### config.mk
export PLATFORM = sky130hd
export DESIGN_NAME = i2s_player
export DESIGN_NICKNAME = d
export VERILOG_FILES = /design/src/rtl/i2s_player.sv
export SDC_FILE = /design/constraint.sdc
export NUM_CORES = 1
export LEC_CHECK = 0
export BUFFER_PORTS_ARGS = -buffer_cell sky130_fd_sc_hd__clkbuf_2
export CORE_MARGIN = 1
export CORE_UTILIZATION = 55
export DETAILED_ROUTE_END_ITERATION = 10
export PLACE_DENSITY = 0.79
export SETUP_SLACK_MARGIN = 0.15
export SLEW_MARGIN = 20
export SYNTH_ARGS = -nofsm -noshare
export SYNTH_HDL_FRONTEND = slang
export SYNTH_SLANG_ARGS = --single-unit
### constraint.sdc
create_clock -name i_BCLK -period 2.7 [get_ports i_BCLK]
set_input_delay 0.135 -clock i_BCLK [delete_from_list [all_inputs] [get_ports i_BCLK]]
set_output_delay 0.135 -clock i_BCLK [all_outputs]
set_load 0.1 [all_outputs]
### src/rtl/i2s_player.sv
// i2s_player: streams 16-bit SRAM words to an I2S codec, one word per DACLRCK low half.
// Define PLAYER_LOOP_EN to wrap back to address 0 forever instead of finishing.
module i2s_player #(
  parameter int MAX_ADDR = 1048575
) (
  input  logic        i_BCLK,
  input  logic        i_rst_n,
  input  logic        i_play_start,
  input  logic        i_pause,
  input  logic        i_stop,
  input  logic [19:0] i_end_addr,
  input  logic        i_DACLRCK,
  input  logic [15:0] i_SRAM_DATA,
  output logic [19:0] o_SRAM_ADDR,
  output logic        o_SRAM_OE,
  output logic        o_SRAM_WE,
  output logic        o_DACDAT,
  output logic [2:0]  o_PLAY_STATE,
  output logic        o_finish
);
  localparam logic [2:0] S_IDLE   = 3'd0;
  localparam logic [2:0] S_WAIT   = 3'd1;
  localparam logic [2:0] S_SEND   = 3'd2;
  localparam logic [2:0] S_PAUSE  = 3'd3;
  localparam logic [2:0] S_FINISH = 3'd4;
  localparam logic [19:0] MAX_A = 20'(MAX_ADDR);
  logic [2:0]  state;
  logic [19:0] addr_r, end_r;
  logic [15:0] shift_r;
  logic [3:0]  bit_cnt;
  logic        pre_r, fall;
  assign fall = pre_r & ~i_DACLRCK;
  always_ff @(posedge i_BCLK) begin
    if (!i_rst_n) begin
      state   <= S_IDLE;
      addr_r  <= '0;
      end_r   <= '0;
      shift_r <= '0;
      bit_cnt <= '0;
      pre_r   <= 1'b0;
    end else begin
      pre_r <= i_DACLRCK;
      if (i_stop) begin
        state  <= S_IDLE;
        addr_r <= '0;
      end else begin
        case (state)
          S_IDLE: if (i_play_start) begin
            state  <= S_WAIT;
            addr_r <= '0;
            end_r  <= (i_end_addr > MAX_A) ? MAX_A : i_end_addr;
          end
          S_WAIT: if (i_pause) state <= S_PAUSE;
          else if (fall) begin
            shift_r <= i_SRAM_DATA;
            bit_cnt <= '0;
            state   <= S_SEND;
          end
          S_SEND: begin
            bit_cnt <= bit_cnt + 4'd1;
            if (bit_cnt == 4'd15) begin
              if (addr_r == end_r) begin
`ifdef PLAYER_LOOP_EN
                addr_r <= '0;
                state  <= S_WAIT;
`else
                state  <= S_FINISH;
`endif
              end else begin
                addr_r <= addr_r + 20'd1;
                state  <= S_WAIT;
              end
            end
          end
          S_PAUSE:  if (!i_pause) state <= S_WAIT;
          S_FINISH: state <= S_IDLE;
          default:  state <= S_IDLE;
        endcase
      end
    end
  end
  assign o_SRAM_ADDR  = addr_r;
  assign o_SRAM_OE    = state != S_WAIT;
  assign o_SRAM_WE    = 1'b1;
  assign o_DACDAT     = (state == S_SEND) & shift_r[bit_cnt];
  assign o_PLAY_STATE = state;
  assign o_finish     = state == S_FINISH;
endmodule

==> results by group, run 1 <==
Setup path
  • CP Depth: 5
  • Most Frequent Cell on Critical Path: mux4_2
  • Worst r2r path cells: 7
  • Crit Path Max Fanout: 5
  • Setup CP Type: reg -> out
  • CP top delay family: multiplexers
  • Critical path data arrival time: 2.25 ns
  • CP Cell Sequence: buf_4 -> mux4_2 -> mux4_2 -> and2_2 -> buf_12
  • Crit-path slowest cell: mux4_2
  • Crit. End Element: primary output
  • Setup crit start kind: flip-flop
  • Worst path buffer plus inverter count: 2
  • Slowest stage delay, CP: 0.50 ns
  • WP data required: 2.57 ns

Power and ir drop
  • Power Dens Cells: 556 mW/mm²
  • Design Power: 2.14 mW
  • Peak supply drop: 0.370 mV
  • Leak pwr: 1.41 nW

Final layout
  • Most frequent cells in the layout: nand2_1 (92), clkbuf_2 (66), dfxtp_1 (62)
  • Fraction of layout cells with a size suffix above 1: 0.244
  • Area growth from synthesis to layout: 19.2%
  • Final nets: 482
  • Diodes inserted: 0
  • Commonest non-fill, non-tap cell in the layout: nand2_1
  • Layout fillers: 456

Clocking
  • Worst skew pair latency: 0.34 ns
  • TritonCTS clock tree: built
  • Hold Buf Count CTS: 0
  • TritonCTS buffer count: 9
  • H-tree Lvls: 3
  • Post CTS Setup Buffer Count: 0
  • Post-CTS Resized: 0
  • Longest Clk Path Bufs: 2
  • Clk pin slew, worst setup/hold paths: 0.07 ns
  • Clock sink count: 64
  • Clock Root Buffer: clkbuf_8

Job
  • Max_cap viols: 0

GRT
  • Total gr overflow: 0
  • Vias in the first global route: 2,675
  • Initial antenna violation count: 0
  • GRT Total Usage: 0.270
  • Largest net degree at the start of global routing: 41
  • First-pass GRT wire length: 12,900 µm

Placed design
  • Final HPWL DP: 5330 µm
  • Port bufs: 67
  • GPL Wtd Cong: 0.908

Synthesis
  • Top FF cell, synth: dfxtp_1
  • Seq cells post-synth: 64
  • Post-Synthesis Cell Area: 0.00322 mm²
  • Syn Area/Cell: 8.53 µm²
  • Synth top area share: 0.397
  • Seq/Total Area, Yosys: 0.397
  • Synthesized Nets: 422
  • Post-synth EDFFs: 0
  • Distinct cells, synth: 46
  • Area leader, netlist: dfxtp_1
  • Synth area leaders: dfxtp_1 (40%), nand2_1 (11%), a21boi_0 (6.8%), xnor2_1 (5.7%), mux4_2 (3.5%)
  • Mapped Cells: 378
  • Async S/R FF share, synth: 0
  • Synthesis warning total: 0

STA
  • Final Max Tran Viols: 0
  • Slew HR: 0.480
  • Final setup vio count: 0
  • Slew @ Worst Pin: 0.774 ns
  • Clock skew: 0.0129 ns
  • Setup TNS Final: 0 ns
  • Max Fclk: 420 MHz
  • Final Cycle Share: 0.882
  • RSZ-0062 raised after global routing: no
  • Final Critical Period: 2.38 ns
  • Fin. Hold Viols: 0

Floorplanning
  • Die area: 0.00617 mm²
  • I/O pin total: 69
  • Initial Util: 0.578
  • Core ar.: 0.00557 mm²
  • Die height: 78.6 µm
  • Row cnt: 27
  • Die width: 78.6 µm

Drt
  • # DRC: 0
  • Routed len/inst: 14.8 µm
  • Vias: 2,954
  • DRT Wirelength: 7620 µm
  • TritonRoute pass-1 iters: 6
  • Vias per cell: 5.74
  • Final antenna-violating net count: 0
  • Initial DRC count: 335

Hold path
  • Hold path depth: 3
  • Worst min path class: in -> reg

Run status
  • Status: finished, final reports clean
## stage by stage
step | utilization | worst slack (ns) | cells | area [µm²] | hold slack, ns
floorplan | - | 0.153 | 378 | 3230 | 0.257
global placement | 0.647 | 0.587 | 499 | 3610 | 0.359
detailed placement | 0.647 | 0.539 | 499 | 3610 | 0.366
CTS | 0.689 | 0.285 | 515 | 3840 | 0.0116
global route | 0.689 | 0.222 | 515 | 3840 | 0.0135
finish | 0.689 | 0.318 | 515 | 3840 | 0.0212
## cells in the mapped netlist (2+ instances only)
library cell,n
a21boi_0,29
a21boi_1,9
a21oi_1,3
a311oi_1,2
a31oi_1,4
a32o_1,11
and2_1,3
and3_1,6
and4_1,2
buf_2,7
buf_4,2
buf_6,3
clkbuf_1,15
dfxtp_1,64
ha_1,2
inv_1,3
mux4_2,5
nand2_1,92
nand2b_1,6
nand3_1,10
nand3b_1,2
nand4_1,8
nor2_1,15
nor2b_1,2
nor3_1,7
nor3b_1,7
nor4_1,6
o211ai_1,2
o21ai_0,11
o22ai_1,2
o2bb2ai_1,2
xnor2_1,21
xor2_1,2
## worst reg2reg max path, stage by stage, from the launching register on
cell,delay [ns]
dfxtp_1,0.47
xnor2_1,0.17
nand4_1,0.11
nor3_1,0.39
a31oi_2,0.16
buf_4,0.18
and2_1,0.33
a32o_1,0.30
## cell type report
| type | instances | area (µm²) | area share |
|---|---|---|---|
| Timing Repair Buffer | 76 | 418 | 0.109 |
| Clock buffer | 10 | 128 | 0.0332 |
| Clock inverter | 6 | 108 | 0.0280 |
| Multi-Input combinational cell | 284 | 1800 | 0.470 |
| Tap cell | 72 | 90.1 | 0.0234 |
| Inverter | 3 | 11.3 | 0.00293 |
| Sequential cell | 64 | 1280 | 0.334 |
## sequential cells by signal (all words and copies together) (netlist names)
signal	flops
end_r	20
shift_r	16
bit_cnt	4
pre_r	1
o_SRAM_ADDR	20
o_PLAY_STATE	3
## logic make-up (layout without fill, tap and decap cells)
| kind of cell | Yosys count | count (layout) | synth area share |
|---|---|---|---|
| AND/OR/NAND/NOR | 174 | 174 | 0.265 |
| AO/OA/AOI/OAI | 78 | 78 | 0.181 |
| flip-flops | 64 | 64 | 0.397 |
| buffers and inverters | 30 | 95 | 0.0469 |
| XOR/XNOR | 23 | 23 | 0.0625 |
| multiplexers | 6 | 6 | 0.0380 |
| adder cells (fa/ha/maj) | 2 | 2 | 0.00776 |
| other | 1 | 1 | 0.00116 |
## power by group
group / internal, mW / switching, mW
Combinational: 0.0732 / 0.108
Sequential: 0.961 / 0.0147
Clock: 0.611 / 0.368
## per-layer routing
metal | up-vias | global-route usage | share of wire
li1 | 1453 | - | -
met1 | 1364 | 0.382 | 0.47
met2 | 125 | 0.401 | 0.44
met3 | 12 | 0.0605 | 0.072
met4 | 0 | 0.0926 | 0.014
met5 | - | 0 | 0
## final timing paths
check	start	to	slack (ns)
worst max register to register	o_SRAM_ADDR[7]$_SDFFE_PP0P_	o_SRAM_ADDR[16]$_SDFFE_PP0P_	0.47
worst min-delay path	i_SRAM_DATA[10]	shift_r[10]$_SDFFE_PN0P_	0.02
worst min register to register	shift_r[9]$_SDFFE_PN0P_	shift_r[9]$_SDFFE_PN0P_	0.46
worst max-delay path	bit_cnt[0]$_SDFFE_PN0P_	o_DACDAT	0.32
Power figures use the tool's default switching activity.
==> run 2: changes to the inputs <==
--- a/config.mk
+++ b/config.mk
@@ -5,11 +5,11 @@
 export SDC_FILE = /design/constraint.sdc
 export NUM_CORES = 1
 export LEC_CHECK = 0
-export BUFFER_PORTS_ARGS = -buffer_cell sky130_fd_sc_hd__clkbuf_2
 export CORE_MARGIN = 1
 export CORE_UTILIZATION = 55
 export DETAILED_ROUTE_END_ITERATION = 10
-export PLACE_DENSITY = 0.79
+export DONT_BUFFER_PORTS = 1
+export PLACE_DENSITY = 0.69
 export SETUP_SLACK_MARGIN = 0.15
 export SLEW_MARGIN = 20
 export SYNTH_ARGS = -nofsm -noshare
==> run 2 against run 1 <==
  * Wire length grew 10%
  * Final cell count shrank 0.58%
  * Combinational power grew 7%
  * Critical path type is now reg -> reg
  * Worst hold slack gained 0.014 ns
  * Highest routed layer unchanged
  * Sequential share of layout area shrank 1.7 points
  * Die area is the same
  * Largest power group is now registers
  * Setup slack lost 0.057 ns
==> results by group, run 2 (synthesized netlist as in run 1, its figures left out) <==
Run status
  • Status: finished, final reports clean

STA
  • Setup TNS Final: 0 ns
  • Final WS setup: 0.261 ns
  • Final Critical Period: 2.44 ns
  • Slew HR: 0.490
  • Final setup vio count: 0
  • RSZ-0062 raised after global routing: no
  • Slew @ Worst Pin: 0.763 ns
  • Final Max Tran Viols: 0
  • Final Cycle Share: 0.903
  • Clock skew: 0.00274 ns
  • Fin. Hold Viols: 0
  • Hold slack: 0.0356 ns
  • Max Fclk: 410 MHz

Power and ir drop
  • Peak supply drop: 0.339 mV
  • Leak pwr: 1.40 nW
  • Design Power: 1.97 mW
  • Power Dens Cells: 487 mW/mm²

Drt
  • Vias per cell: 5.88
  • Routed len/inst: 16.4 µm
  • # DRC: 0
  • Vias: 3,011
  • DRT Wirelength: 8410 µm
  • TritonRoute pass-1 iters: 5
  • Initial DRC count: 292
  • Final antenna-violating net count: 0

Placed design
  • DP Area: 0.00344 mm²
  • Final HPWL DP: 5480 µm
  • Port bufs: 0
  • Placed Instances: 454
  • Place WS: 0.502 ns
  • GPL Wtd Cong: 0.820

Final layout
  • Commonest non-fill, non-tap cell in the layout: nand2_1
  • Area growth from synthesis to layout: 25.5%
  • Fraction of layout cells with a size suffix above 1: 0.150
  • Diodes inserted: 0
  • Final Core Density: 0.726
  • Final Non-Filler Cells: 512
  • Final nets: 480
  • Final instance area: 0.00405 mm²
  • Most frequent cells in the layout: nand2_1 (92), dfxtp_1 (61), dlygate4sd3_1 (39)

Floorplanning
  • Die width: 78.6 µm
  • Die height: 78.6 µm
  • Core ar.: 0.00557 mm²
  • Initial Util: 0.578
  • Die area: 0.00617 mm²
  • I/O pin total: 69
  • Row cnt: 27

Setup path
  • Crit Path Max Fanout: 17
  • Crit-path slowest cell: or4_4
  • Worst path buffer plus inverter count: 1
  • Critical path data arrival time: 2.66 ns
  • CP Cell Sequence: or3b_1 -> or4_4 -> nand2_1 -> a21boi_1 -> dlygate4sd3_1
  • Worst r2r path cells: 5
  • WP data required: 2.92 ns
  • CP top delay family: simple AND/OR/NAND/NOR gates
  • R2R setup slack: 0.26 ns
  • Crit. End Element: flip-flop
  • Slowest stage delay, CP: 0.65 ns
  • RR Startpoint: o_PLAY_STATE[0]$_SDFFE_PP0P_
  • Setup CP Type: reg -> reg
  • Setup crit start kind: flip-flop
  • Reg2reg end: shift_r[7]$_SDFFE_PN0P_

Clocking
  • Clock Root Buffer: clkbuf_8
  • TritonCTS clock tree: built
  • TritonCTS buffer count: 9
  • Longest Clk Path Bufs: 2
  • H-tree Lvls: 3
  • Clock sink count: 64
  • Clk pin slew, worst setup/hold paths: 0.07 ns
  • Worst skew pair latency: 0.33 ns

GRT
  • Initial antenna violation count: 0
  • Vias in the first global route: 2,686
  • Total gr overflow: 0
  • First-pass GRT wire length: 13,700 µm
  • Largest net degree at the start of global routing: 37
  • GRT Total Usage: 0.290

Hold path
  • Worst min path class: in -> reg
  • Hold path depth: 2
  • Hold path start: i_pause
  • WHS Endpoint: o_PLAY_STATE[0]$_SDFFE_PP0P_

Job
  • Max_cap viols: 0
run 2: how the worst max path moves through the flow:
stage,start,to,cells after the start
2_1_floorplan,o_SRAM_ADDR[0]$_SDFFE_PP0P_,o_SRAM_ADDR[18]$_SDFFE_PP0P_,7
3_3_place_gp,bit_cnt[0]$_SDFFE_PN0P_,o_SRAM_ADDR[5]$_SDFFE_PP0P_,8
3_5_place_dp,bit_cnt[0]$_SDFFE_PN0P_,o_SRAM_ADDR[14]$_SDFFE_PP0P_,8
4_1_cts,o_PLAY_STATE[0]$_SDFFE_PP0P_,shift_r[7]$_SDFFE_PN0P_,5
5_1_grt,o_PLAY_STATE[0]$_SDFFE_PP0P_,shift_r[7]$_SDFFE_PN0P_,5
6_report,o_PLAY_STATE[0]$_SDFFE_PP0P_,shift_r[7]$_SDFFE_PN0P_,5
run 2: cell type report:
class                           count  area [µm²]
Timing Repair Buffer               74         663
Clock buffer                       12         145
Inverter                            3        11.3
Clock inverter                      3        42.5
Multi-Input combinational cell    284        1810
Fill cell                         456        1530
Tap cell                           72        90.1
Sequential cell                    64        1280
run 2: timing repair:
action,4_1_cts,5_1_grt
hold buffers,40,0
gates resized for setup,0,1
setup buffers,0,3
endpoints found under the hold margin,41,0
endpoints found under the setup margin,0,2
run 2: report_power, final:
| group | switching [mW] | internal (mW) | leakage [nW] |
|---|---|---|---|
| clock | 0.357 | 0.446 | 0.0925 |
| sequential | 0.0145 | 0.961 | 0.519 |
| combinational | 0.106 | 0.0873 | 0.792 |
run 2: layer usage:
metal  vias to the layer above  share of wire  GRT usage
li1                       1455              -          -
met4                         0         0.0065     0.0722
met1                      1437           0.46      0.405
met3                         6          0.075     0.0791
met2                       113           0.46      0.439
met5                         -              0          0
